===== src/rtl/mouse_pkg.sv =====
// Shared definitions for the PS/2 mouse packet assembler.
// Contents: the receive FSM state enum, button and b0 field bit positions,
// the stored b0 header layout, and the signed 8-bit clamp helper.
package mouse_pkg;

   typedef enum logic [1:0] {
      WAIT_B0 = 2'd0,
      WAIT_B1 = 2'd1,
      WAIT_B2 = 2'd2
   } mouse_state_e;

   // Button bit positions. These are the same in b0 and in Buttons.
   localparam int BTN_LEFT   = 0;
   localparam int BTN_RIGHT  = 1;
   localparam int BTN_MIDDLE = 2;

   // PS/2 packet byte 0 field positions
   localparam int B0_SYNC  = 3;
   localparam int B0_XSIGN = 4;
   localparam int B0_YSIGN = 5;
   localparam int B0_XOVF  = 6;
   localparam int B0_YOVF  = 7;

   // The parts of b0 needed at commit time. The sync bit is checked on
   // arrival and is not kept.
   typedef struct packed {
      logic       y_ovf;
      logic       x_ovf;
      logic       y_sign;
      logic       x_sign;
      logic [2:0] btn;    // {middle, right, left}
   } b0_hdr_t;

   // Clamp a signed value to the range -128..+127
   function automatic logic signed [7:0] sat_to_s8(input logic signed [31:0] v);
      if (v > 32'sd127)
         return 8'sd127;
      else if (v < -32'sd128)
         return -8'sd128;
      else
         return v[7:0];
   endfunction

endpackage


===== src/rtl/mouse_axis_acc.sv =====
// Motion accumulator for a single axis.
// Each commit adds a signed 10-bit delta and saturates the result to ACC_W
// bits. Each tick drains the clamped 8-bit part of the accumulator into the
// output register and keeps the residue for later frames.
// Ports:
//   clk_i, rst_i : clock and asynchronous active-high reset
//   commit_i     : add d_i this cycle
//   d_i          : signed delta (-256..+256)
//   tick_i       : frame tick; drains the accumulator to diff_o
//   diff_o       : registered signed 8-bit motion for the last frame
module mouse_axis_acc
   import mouse_pkg::*;
#(
   parameter int ACC_W = 12
) (
   input  logic              clk_i,
   input  logic              rst_i,
   input  logic              commit_i,
   input  logic signed [9:0] d_i,
   input  logic              tick_i,
   output logic signed [7:0] diff_o
);

   // Two extra bits are enough headroom for acc - out + d before saturation
   localparam int SW = ACC_W + 2;
   localparam logic signed [SW-1:0] MAXV = {3'b000, {(ACC_W-1){1'b1}}};
   localparam logic signed [SW-1:0] MINV = {3'b111, {(ACC_W-1){1'b0}}};

   logic signed [ACC_W-1:0] acc_q, acc_d;
   logic signed [7:0]       diff_q, diff_d;
   logic signed [7:0]       out_s8;
   logic signed [SW-1:0]    acc_ext, out_ext, d_ext, sum;

   always_comb begin
      // The drain amount always comes from the pre-commit accumulator
      out_s8  = sat_to_s8(32'(acc_q));
      acc_ext = {{2{acc_q[ACC_W-1]}}, acc_q};
      out_ext = tick_i   ? {{(SW-8){out_s8[7]}}, out_s8} : '0;
      d_ext   = commit_i ? {{(SW-10){d_i[9]}}, d_i}      : '0;
      sum     = acc_ext - out_ext + d_ext;

      if (sum > MAXV)
         acc_d = MAXV[ACC_W-1:0];
      else if (sum < MINV)
         acc_d = MINV[ACC_W-1:0];
      else
         acc_d = sum[ACC_W-1:0];

      diff_d = tick_i ? out_s8 : diff_q;
   end

   always_ff @(posedge clk_i or posedge rst_i) begin
      if (rst_i) begin
         acc_q  <= '0;
         diff_q <= '0;
      end else begin
         acc_q  <= acc_d;
         diff_q <= diff_d;
      end
   end

   assign diff_o = diff_q;

endmodule


===== src/rtl/mouse_packet_assembler.sv =====
// Assembles 3-byte PS/2 mouse packets and turns them into per-frame cursor
// deltas. Y is negated so that positive means down on screen.
// Ports:
//   Clk, Reset     : clock and asynchronous active-high reset
//   Byte_Data/Valid: received PS/2 byte and its single-cycle strobe
//   Frame_Tick     : once per frame; updates the outputs from the accumulators
//   Mouse_XDiff    : signed X motion for the last frame (+ right)
//   Mouse_YDiff    : signed Y motion for the last frame (+ down)
//   Buttons        : {5'b0, middle, right, left} from the latest packet
//   Packet_Err     : one-cycle pulse on a sync error or an inter-byte timeout
module mouse_packet_assembler
   import mouse_pkg::*;
#(
   parameter int TIMEOUT_CYCLES = 50000,
   parameter int ACC_W          = 12
) (
   input  logic              Clk,
   input  logic              Reset,
   input  logic [7:0]        Byte_Data,
   input  logic              Byte_Valid,
   input  logic              Frame_Tick,
   output logic signed [7:0] Mouse_XDiff,
   output logic signed [7:0] Mouse_YDiff,
   output logic [7:0]        Buttons,
   output logic              Packet_Err
);

   localparam int CW = $clog2(TIMEOUT_CYCLES + 1);

   mouse_state_e      state_q, state_d;
   b0_hdr_t           b0_q, b0_d;
   logic [7:0]        b1_q, b1_d;
   logic [CW-1:0]     idle_q, idle_d;
   logic              err_q, err_d;
   logic [2:0]        btn_pend_q, btn_pend_d;
   logic [2:0]        btn_q, btn_d;
   logic              commit;
   logic              timeout;
   logic signed [8:0] dx9, dy9;
   logic signed [9:0] dx10, dy10;

   // Commit arithmetic. b2 is taken straight from Byte_Data on the commit cycle.
   always_comb begin
      dx9 = {b0_q.x_sign, b1_q};
      if (b0_q.x_ovf)
         dx9 = b0_q.x_sign ? 9'h100 : 9'h0FF;
      dy9 = {b0_q.y_sign, Byte_Data};
      if (b0_q.y_ovf)
         dy9 = b0_q.y_sign ? 9'h100 : 9'h0FF;
      dx10 = {dx9[8], dx9};
      // Negating -256 gives +256, so this is done at 10 bits
      dy10 = -{dy9[8], dy9};
   end

   assign timeout = (idle_q == CW'(TIMEOUT_CYCLES - 1));

   always_comb begin
      state_d    = state_q;
      b0_d       = b0_q;
      b1_d       = b1_q;
      err_d      = 1'b0;
      commit     = 1'b0;
      idle_d     = (Byte_Valid || state_q == WAIT_B0) ? '0 : idle_q + 1'b1;

      case (state_q)
         WAIT_B0: begin
            if (Byte_Valid) begin
               if (!Byte_Data[B0_SYNC]) begin
                  err_d = 1'b1;
               end else begin
                  b0_d = '{y_ovf:  Byte_Data[B0_YOVF],
                           x_ovf:  Byte_Data[B0_XOVF],
                           y_sign: Byte_Data[B0_YSIGN],
                           x_sign: Byte_Data[B0_XSIGN],
                           btn:    {Byte_Data[BTN_MIDDLE], Byte_Data[BTN_RIGHT],
                                    Byte_Data[BTN_LEFT]}};
                  state_d = WAIT_B1;
               end
            end
         end
         WAIT_B1: begin
            if (Byte_Valid) begin
               b1_d    = Byte_Data;
               state_d = WAIT_B2;
            end else if (timeout) begin
               state_d = WAIT_B0;
               err_d   = 1'b1;
               idle_d  = '0;
            end
         end
         WAIT_B2: begin
            if (Byte_Valid) begin
               commit  = 1'b1;
               state_d = WAIT_B0;
            end else if (timeout) begin
               state_d = WAIT_B0;
               err_d   = 1'b1;
               idle_d  = '0;
            end
         end
         default: begin
            state_d = WAIT_B0;
            idle_d  = '0;
         end
      endcase

      btn_pend_d = commit ? b0_q.btn : btn_pend_q;
      // The tick takes the pre-commit pending buttons, so a packet that
      // commits on the same edge shows up on the following tick.
      btn_d      = Frame_Tick ? btn_pend_q : btn_q;
   end

   always_ff @(posedge Clk or posedge Reset) begin
      if (Reset) begin
         state_q    <= WAIT_B0;
         b0_q       <= '0;
         b1_q       <= '0;
         idle_q     <= '0;
         err_q      <= 1'b0;
         btn_pend_q <= '0;
         btn_q      <= '0;
      end else begin
         state_q    <= state_d;
         b0_q       <= b0_d;
         b1_q       <= b1_d;
         idle_q     <= idle_d;
         err_q      <= err_d;
         btn_pend_q <= btn_pend_d;
         btn_q      <= btn_d;
      end
   end

   mouse_axis_acc #(.ACC_W(ACC_W)) u_acc_x (
      .clk_i    (Clk),
      .rst_i    (Reset),
      .commit_i (commit),
      .d_i      (dx10),
      .tick_i   (Frame_Tick),
      .diff_o   (Mouse_XDiff)
   );

   mouse_axis_acc #(.ACC_W(ACC_W)) u_acc_y (
      .clk_i    (Clk),
      .rst_i    (Reset),
      .commit_i (commit),
      .d_i      (dy10),
      .tick_i   (Frame_Tick),
      .diff_o   (Mouse_YDiff)
   );

   assign Buttons    = {5'b0, btn_q};
   assign Packet_Err = err_q;

endmodule


===== config.mk =====
export PLATFORM = sky130hd
export DESIGN_NAME = mouse_packet_assembler
export DESIGN_NICKNAME = d
export VERILOG_FILES = /design/src/rtl/mouse_pkg.sv /design/src/rtl/mouse_axis_acc.sv /design/src/rtl/mouse_packet_assembler.sv
export SDC_FILE = /design/constraint.sdc
export NUM_CORES = 1
export LEC_CHECK = 0
export ABC_AREA = 0
export BUFFER_PORTS_ARGS = -buffer_cell sky130_fd_sc_hd__buf_2
export CAP_MARGIN = 25
export CORE_MARGIN = 3
export CORE_UTILIZATION = 55
export DETAILED_ROUTE_END_ITERATION = 7
export PLACE_DENSITY_LB_ADDON = 0.2
export SYNTH_ARGS = -nofsm -noshare
export SYNTH_HDL_FRONTEND = slang
export SYNTH_SLANG_ARGS = --single-unit

===== constraint.sdc =====
create_clock -name Clk -period 4.1 [get_ports Clk]
set_clock_uncertainty 0.15 [all_clocks]
set_input_delay 0.205 -clock Clk [delete_from_list [all_inputs] [get_ports Clk]]
set_output_delay 0.205 -clock Clk [all_outputs]
set_load 0.01 [all_outputs]

-- Yosys cells after proc, flatten, opt, wreduce, memory -nomap -nowiden
Index checks and enable logic that the tools add are counted.
- bits in registers: 80
- latch bits: 0
- RAM bits: 0
- memory bits (read-only): 0
- input port bits: 12
- memories kept: 0
- add/sub/neg operators: 6
- $mul: 0
- divide/modulo/power cells: 0
- $lt $le $gt $ge: 8
- equal/unequal tests: 5
- shift operators: 0
- mux-type cells: 33
- bitwise logic cells: 0
- reduce and logical (&&, ||, !) cells: 6
- operator list (cell ; count):
    14-bit 2-to-1 mux ; 4
    12-bit 2-to-1 mux ; 4
    16-bit 2-to-1 mux ; 3
    9-bit 2-to-1 mux ; 4
    8-bit 2-to-1 mux ; 4
    16-bit one-hot mux with 2 select lines ; 1
    14-bit adder ; 2
    14-bit by 12-bit greater-than comparator with 1-bit output (second input constant) ; 2
    14-bit by 12-bit < comparator with 1-bit output (second input constant) ; 2
    12-bit by 14-bit subtractor with 14-bit output ; 2
    12-bit by 8-bit greater-than comparator with 1-bit output (second input constant) ; 2
    12-bit by 8-bit < comparator with 1-bit output (second input constant) ; 2
    16-bit by 1-bit adder with 16-bit output (second input constant) ; 1
    16-bit == test (second input constant) ; 1
    2-bit 2-to-1 mux ; 5
    10-bit negator ; 1
    1-bit 2-to-1 mux ; 6
    2-bit one-hot mux with 3 select lines ; 1
    2-bit inequality test (second input constant) ; 2
    2-bit AND reduction ; 2
    3-bit AND reduction ; 1
    2-bit by 1-bit == test with 1-bit output (second input constant) ; 1
    2-bit == test (second input constant) ; 1
    2-bit logical NOT ; 1
    3 further kinds ; 3

-- Longest topological paths before layout
Gate-level depths: netlist of the first run.
- depth in word-level cells: 9
- depth in mapped cells: 21
- depth with buffers taken out: 19

-- Modules after synthesis
A second synthesis of the first run with hierarchy kept.
- cells, all modules: 654
- area, all modules: 6019.5 µm²
- by module, submodules not included (module ; instances ; cells each ; area each (µm²) ; sequential area each (µm²)):
    mouse_axis_acc ; 2 ; 219 ; 1910.6 ; 500.5
    mouse_packet_assembler ; 1 ; 216 ; 2198.4 ; 1001.0

-- Least setup slack after synthesis of the first run
Ideal clock, no wire load.
- path type: flip-flop to flip-flop
- start point: register b0_q[6] (netlist bit)
- end point: register u_acc_y.acc_q[1]
- data arrival time: 3.933 ns
- data required time: 3.872 ns
- setup slack: -0.061 ns
- cell stages (with the launch flop): 18
- cell sequence: dfrtp_1 > clkbuf_1 > or4_1 > o21ai_0 > nand2_1 > xnor2_1 > o22ai_1 > nand3_1 > fa_1 > inv_1 > ha_1 > and3_1 > a211oi_1 > nor3_1 > a2bb2oi_1 > o21ai_1 > buf_2 > a21oi_1
- longest elaborated chain between the ends: 7
- elaborated cells on any way between the ends: 8
- those cells by class: 2 x add/sub; 2 x order compare; 4 x mux
- ends and longest elaborated chain (what ; line ; RTL):
    from (decl) ; mouse_packet_assembler.sv:31 ; b0_hdr_t b0_q, b0_d;
    from (signal assigned) ; mouse_packet_assembler.sv:116 ; b0_q <= '0;
    from (signal assigned) ; mouse_packet_assembler.sv:124 ; b0_q <= b0_d;
    9-bit 2-to-1 mux (*) ; mouse_packet_assembler.sv:48 ; if (b0_q.y_ovf)
    10-bit negator (*) ; mouse_packet_assembler.sv:52 ; dy10 = -{dy9[8], dy9};
    14-bit 2-to-1 mux (*) ; mouse_axis_acc.sv:39 ; d_ext = commit_i ? {{(SW-10){d_i[9]}}, d_i} : '0;
    14-bit adder (*) ; mouse_axis_acc.sv:40 ; sum = acc_ext - out_ext + d_ext;
    14-bit by 12-bit < comparator with 1-bit output ; mouse_axis_acc.sv:44 ; else if (sum < MINV)
    12-bit 2-to-1 mux ; mouse_axis_acc.sv:44 ;
    12-bit 2-to-1 mux (*) ; mouse_axis_acc.sv:42 ; if (sum > MAXV)
    net u_acc_y.acc_d[1] ; mouse_axis_acc.sv:29 ; logic signed [ACC_W-1:0] acc_q, acc_d;
    to (signal assigned) ; mouse_axis_acc.sv:54 ; acc_q <= '0;
    to (signal assigned) ; mouse_axis_acc.sv:57 ; acc_q <= acc_d;
    to (decl) ; mouse_axis_acc.sv:29 ;
The timed path passes the listed nets; every way through them passes the cells marked *.
A chain may end at the register's enable or synchronous reset.

-- Worst setup path after layout of the first run
- start point: register b0_q[6] (netlist bit)
- end point: register u_acc_y.acc_q[9]
Same word-level chain as after synthesis.

==> results of run 1 <==
==> critical path, delay by kind of cell, from the launching register on <==
kind                       cells  cell delay (ns)
AOI/OAI and AO/OA              5             0.90
xor gates and xnor gates       1             0.35
adders and majority gates      2             0.85
buffers and inverters          2             0.35
DFF                            1             0.41
and+or+nand+nor                4             1.00
==> kinds of logic after synthesis <==
kind of cell | Yosys count | share of synthesized area [%]
simple gates | 148 | 12.7
compound gates | 136 | 16.6
buf+inv | 97 | 7.13
flops | 80 | 36.4
fa+ha+maj | 58 | 16.5
xor+xnor | 37 | 5.90
mux | 23 | 4.69
other cells | 1 | 0.0682
==> synth_stat cells, drive strengths merged, types with 4 or more instances <==
cell    count
fa         24
dfrtp      80
o21ai      28
and3        8
a211oi      6
buf        10
ha         34
mux2       22
nand2b      4
clkbuf      7
inv        79
nand2      34
nor2       47
xor2       17
a21o       20
nand3      25
o21a       18
xnor2      20
nor4        4
nand4       5
nor3        6
a21oi      42
==> timing repair <==
item                                   in CTS  in global routing
endpoints found under the hold margin      50                  0
pin swaps                                   5                 18
gates cloned                                0                  1
resized for setup                          14                 31
buffers inserted                            0                  7
setup endpoints to repair                  12                 22
hold buffers                                2                  0
==> registers in the layout, indices dropped and copies added (netlist names), 7 cells and up <==
register and count:
b0_q 7, b1_q 8, idle_q 16, u_acc_x.acc_q 12
u_acc_x.diff_o 8, u_acc_y.acc_q 12, u_acc_y.diff_o 8
==> worst min path at each step <==
stage,startpoint,end,cells after the start
6_report,Byte_Data[0],b0_q[0]$_DFFE_PP0P_,2
5_1_grt,Byte_Data[0],b0_q[0]$_DFFE_PP0P_,2
4_1_cts,Byte_Data[0],b0_q[0]$_DFFE_PP0P_,2
3_5_place_dp,Reset,u_acc_x.diff_o[3]$_DFFE_PP0P_,2
3_3_place_gp,Reset,u_acc_x.diff_o[3]$_DFFE_PP0P_,2
2_1_floorplan,Byte_Data[0],b1_q[0]$_DFFE_PP0P_,1
==> routing by layer <==
layer  up-vias  wire, µm  share of wire, %
met5         -         0                 0
met1      2174      5760                45
li1       2096         -                 -
met2       164      5820                46
met3        34       854               6.7
met4         0       337               2.6
==> per-stage QoR <==
step | setup TNS (ns) | area (µm²)
after global routing | -0.627 | 6470
after floorplan | -0.00210 | 5530
after detailed placement | -1.67 | 5990
final | 0 | 6470
after global placement | 0 | 5990
after CTS | 0 | 6270
==> cell type report <==
type	instances	area share [%]
Clock buffer	10	1.97
Clock inverter	6	1.04
Inverter	80	4.66
Multi-Input combinational cell	408	51.6
Sequential cell	80	31.0
Tap cell	129	2.49
Timing Repair Buffer	72	7.29
==> key figures, run 1 <==
Run status
  – Status: finished clean

Clock network
  – Clk Latency, worst-skew pair: 0.35 ns
  – Max clock buf depth: 2
  – Root Buffer: clkbuf_8
  – CTS tree: built
  – Total CTS buffers: 9
  – CTS HTree Levels: 3
  – Clk pin slew, worst setup/hold paths: 0.09 ns
  – Clk sink count: 80

Critical path
  – Setup crit end: u_acc_y.acc_q[9]$_DFF_PP0_
  – Cell depth of the worst flop-to-flop path: 14
  – Reg2reg setup slack: 0.01 ns
  – CP max stage delay: 0.46 ns
  – Worst-path fanout max: 11
  – WP data required: 4.23 ns
  – Worst setup SP type: flip-flop
  – Worst EP arrival: 4.21 ns
  – Max stage delay cell, worst path: fa_1
  – Crit-path cells: or4_4, buf_4, nor4b_2, nor3_2, fa_1, ha_1, a21oi_1, nor2_1, a211oi_1, o21ai_0, xnor2_1, o21ai_1, buf_4, a21oi_1
  – CP endpoint kind: flip-flop
  – CP startpoint: b0_q[6]$_DFFE_PP0P_
  – FF-to-FF Start: b0_q[6]$_DFFE_PP0P_
  – Critical path class: flip-flop to flip-flop
  – RR Endpoint: u_acc_y.acc_q[9]$_DFF_PP0_

Final layout
  – Multi-input logic area: 0.00334 mm²
  – Commonest non-fill, non-tap cell in the layout: dfrtp_1
  – Fraction of layout cells with a size suffix above 1: 23.9%
  – Antenna cell count: 0
  – FILL cells: 727
  – Most frequent cells in the layout: 79 x dfrtp_1, 76 x inv_1, 45 x nor2_1
  – Area growth, synth to finish: 17.8%
  – Layout Nets: 721
  – FF/Latch Area: 0.00200 mm²
  – Fin cells: 785
  – Final Util: 68.4%

Floorplanning
  – Die Area: 0.0112 mm²
  – Ports: 37
  – Initial Util: 58.1%
  – Die X: 106 µm
  – CORE AREA: 0.00946 mm²
  – Row count: 35
  – Die Height: 106 µm

Detailed routing
  – Vias: 4,468
  – DRT Pass-1 Iters: 5
  – WL per Instance: 16.3 µm
  – Residual DRC: 0
  – Via density: 5.69
  – WL final: 12,800 µm
  – Post-route ant nets: 0
  – Number of DRC markers in iteration 0: 266

Global routing
  – GR Layer Usage met3: 4.80%
  – Total grt overflow: 0
  – M1 GR Usage: 32.5%
  – GRT busiest layer: met2
  – Initial antenna violation count: 0
  – Grt met2 use: 36.8%
  – First-pass GRT wire length: 21,000 µm
  – Vias in the first global route: 4,400
  – GRT Util Overall: 23.4%
  – Largest net degree at the start of global routing: 51

Synth
  – Post-Syn Area: 0.00550 mm²
  – Cell taking the most area after synthesis: dfrtp_1
  – Ys flop type: dfrtp_1
  – Top post-synthesis cells by area: dfrtp_1 36%, fa_1 8.7%, ha_1 7.7%
  – Register area share after synthesis: 36.4%
  – Unique masters post-synth: 55
  – Top cell type's share of synthesized area: 36.4%
  – Avg Inst Size Synth: 9.47 µm²
  – #FFs+latches synth: 80
  – Ys Warns: 0
  – Fraction of registers with async set/reset: 100%
  – Post-synth EDFFs: 0
  – Post-synthesis cell count: 580

Timing
  – Least-Margin Pin Slew: 0.828 ns
  – Final slew viol count: 0
  – Final min period: 4.09 ns
  – Final worst slack: 0.0135 ns
  – RSZ-0062 raised after global routing: true
  – Final setup violation count: 0
  – Fin crit share: 99.7%
  – Final hold slack: 0.0396 ns
  – Hold Fails Final Rpt: 0
  – Rel. slew slack: 44.7%
  – Fmax: 245 MHz

Place
  – Dpl ws: -0.179 ns
  – GPL Wtd Cong: 0.944
  – DP Wirelength: 9430 µm
  – Post-Place Cells: 759
  – Port Buffers: 31

Worst hold path
  – Hold Path Class: input pin to flip-flop

Flow run
  – Max cap viols: 0
Power of run 1 is left out: the tool's default activity adds up to more than one toggle a clock period on the data nets, which glitch-free logic cannot reach.
==> run 2: changes to the inputs <==
ABC_AREA = 1   (was 0)
==> key figures, run 2 <==
Timing
  – Fmax: 263 MHz
  – Final slew viol count: 0
  – RSZ-0062 raised after global routing: false
  – Hold Fails Final Rpt: 0
  – Final min period: 3.80 ns
  – Rel. slew slack: 49.8%
  – Fin crit share: 92.6%
  – Least-Margin Pin Slew: 0.753 ns
  – Final worst slack: 0.305 ns
  – Final setup violation count: 0

Detailed routing
  – Vias: 4,840
  – Via density: 5.10
  – WL per Instance: 13.4 µm
  – DRT Pass-1 Iters: 5
  – Residual DRC: 0
  – Post-route ant nets: 0
  – WL final: 12,700 µm
  – Number of DRC markers in iteration 0: 336

Synth
  – #FFs+latches synth: 80
  – Top cell type's share of synthesized area: 34.8%
  – Most common cell in the netlist: nand2_1
  – Avg Inst Size Synth: 7.50 µm²
  – Ys flop type: dfrtp_1
  – Ys Warns: 0
  – Post-synthesis cell count: 767
  – Commonest cells in the netlist: 210 x nand2_1, 147 x inv_1, 80 x dfrtp_1, 56 x nor2_1, 48 x a21oi_1
  – Top post-synthesis cells by area: dfrtp_1 35%, nand2_1 14%, inv_1 9.6%
  – Cell taking the most area after synthesis: dfrtp_1
  – Register area share after synthesis: 34.8%
  – Unique masters post-synth: 37
  – Post-Syn Area: 0.00575 mm²
  – Post-synth EDFFs: 0
  – Fraction of registers with async set/reset: 100%

Critical path
  – WP data required: 4.20 ns
  – CP endpoint kind: flip-flop
  – Worst-path fanout max: 9
  – Worst setup SP type: flip-flop
  – CP max stage delay: 0.49 ns
  – Critical path class: flip-flop to flip-flop
  – Max stage delay cell, worst path: fa_1
  – Worst EP arrival: 3.90 ns

Final layout
  – Fraction of layout cells with a size suffix above 1: 10.5%
  – Area growth, synth to finish: 10.9%
  – Most frequent cells in the layout: 208 x nand2_1, 146 x inv_1, 79 x dfrtp_1
  – Antenna cell count: 0
  – Largest register FFs: 16
  – Biggest regs: idle_q x16, u_acc_x.acc_q x12, u_acc_y.acc_q x12
  – Largest Register: idle_q
  – Commonest non-fill, non-tap cell in the layout: nand2_1
  – Layout Nets: 881

Floorplanning
  – Die Height: 108 µm
  – Ports: 37
  – Die Area: 0.0117 mm²
  – Die X: 108 µm
  – Row count: 36
  – CORE AREA: 0.00995 mm²
  – Initial Util: 57.8%

Clock network
  – CTS HTree Levels: 3
  – Max clock buf depth: 2
  – Total CTS buffers: 9
  – Clk pin slew, worst setup/hold paths: 0.09 ns
  – Clk sink count: 80
  – Root Buffer: clkbuf_8
  – CTS tree: built
  – Clk Latency, worst-skew pair: 0.37 ns

Place
  – GPL Wtd Cong: 0.899
  – Dpl ws: -0.0990 ns
  – Port Buffers: 31
  – DP Wirelength: 9800 µm

Worst hold path
  – Hold Path Class: input pin to flip-flop

Global routing
  – Largest net degree at the start of global routing: 46
  – First-pass GRT wire length: 21,400 µm
  – Total grt overflow: 0
  – Initial antenna violation count: 0
  – Vias in the first global route: 4,802
  – GRT Util Overall: 23.1%

Flow run
  – Max cap viols: 0

Run status
  – Status: finished clean
-- run 2: cell types whose count changed in the layout (fill, tap and decap cells not counted), sizes merged, moves of 7 or more --
cell / previous run / this run
o21a: 18 / 2
nor2: 47 / 57
buf: 70 / 37
mux2: 22 / 0
and3: 8 / 1
inv: 80 / 156
xor2: 17 / 10
xnor2: 20 / 10
a21o: 20 / 13
o21ai: 29 / 38
nand3: 25 / 32
a21oi: 42 / 49
nand2: 34 / 221
-- run 2: what timing repair did --
| item | 4_1_cts | 5_1_grt |
|---|---|---|
| gates cloned | 0 | 1 |
| pin swaps | 0 | 4 |
| gates resized for setup | 1 | 15 |
| setup buffers | 0 | 3 |
| hold buffers | 5 | 0 |
| hold endpoints to repair | 52 | 0 |
| endpoints found under the setup margin | 11 | 12 |
-- run 2: kinds of logic after synthesis --
group | after synthesis | synth area share (%)
other | 1 | 0.0652
XOR/XNOR | 20 | 3.04
AO/OA/AOI/OAI | 112 | 10.9
adder cells (fa/ha/maj) | 58 | 15.7
buffers and inverters | 168 | 11.8
AND/OR/NAND/NOR | 328 | 23.7
flip-flops | 80 | 34.8
-- run 2: through the flow --
step	cells	cell area (µm²)	TNS, ns	hold slack [ns]	util, %
2_1_floorplan	771	5770	0	0.176	-
3_3_place_gp	924	6010	0	0.208	60.4
3_5_place_dp	924	6010	-0.852	0.219	60.4
4_1_cts	945	6270	0	0.00455	63.0
5_1_grt	949	6380	0	0.0292	64.1
6_report	949	6380	0	0.0191	64.1
-- run 2: routing by layer --
metal	vias up	part of all wire [%]	routed length (µm)	global-route usage [%]
met5	-	0	0	0
met4	0	1.6	206	6.67
met3	23	3.1	400	3.58
met2	90	52	6620	42.3
met1	2274	43	5490	28.0
li1	2453	-	-	-
-- run 2: path summary, 6_finish.rpt --
path	slack (ns)	cells past startpoint	end	start
max	0.30	25	u_acc_y.acc_q[9]$_DFF_PP0_	b0_q[4]$_DFFE_PP0P_
min	0.02	3	b1_q[4]$_DFFE_PP0P_	Byte_Data[4]
max reg2reg	0.30	25	u_acc_y.acc_q[9]$_DFF_PP0_	b0_q[4]$_DFFE_PP0P_
min reg2reg	0.31	1	idle_q[0]$_DFF_PP0_	idle_q[0]$_DFF_PP0_
max in group asynchronous	2.51	4	btn_q[2]$_DFFE_PP0P_	Reset
min in group asynchronous	0.33	3	idle_q[15]$_DFF_PP0_	Reset
-- run 2: critical path: cells and delay by family (launching register included) --
family | cells | cell delay, ns
and+or+nand+nor | 14 | 1.40
AOI/OAI and AO/OA | 3 | 0.35
adders and majority gates | 3 | 0.90
buffers and inverters | 5 | 0.46
DFF | 1 | 0.40
-- run 2: area by class of cell --
class / count / area (µm²)
Clock buffer: 9 / 124
Clock inverter: 7 / 83.8
Fill cell: 886 / 3580
Inverter: 154 / 579
Multi-Input combinational cell: 524 / 3170
Sequential cell: 80 / 2000
Tap cell: 133 / 166
Timing Repair Buffer: 42 / 250
Power of run 2 is left out for the same reason.
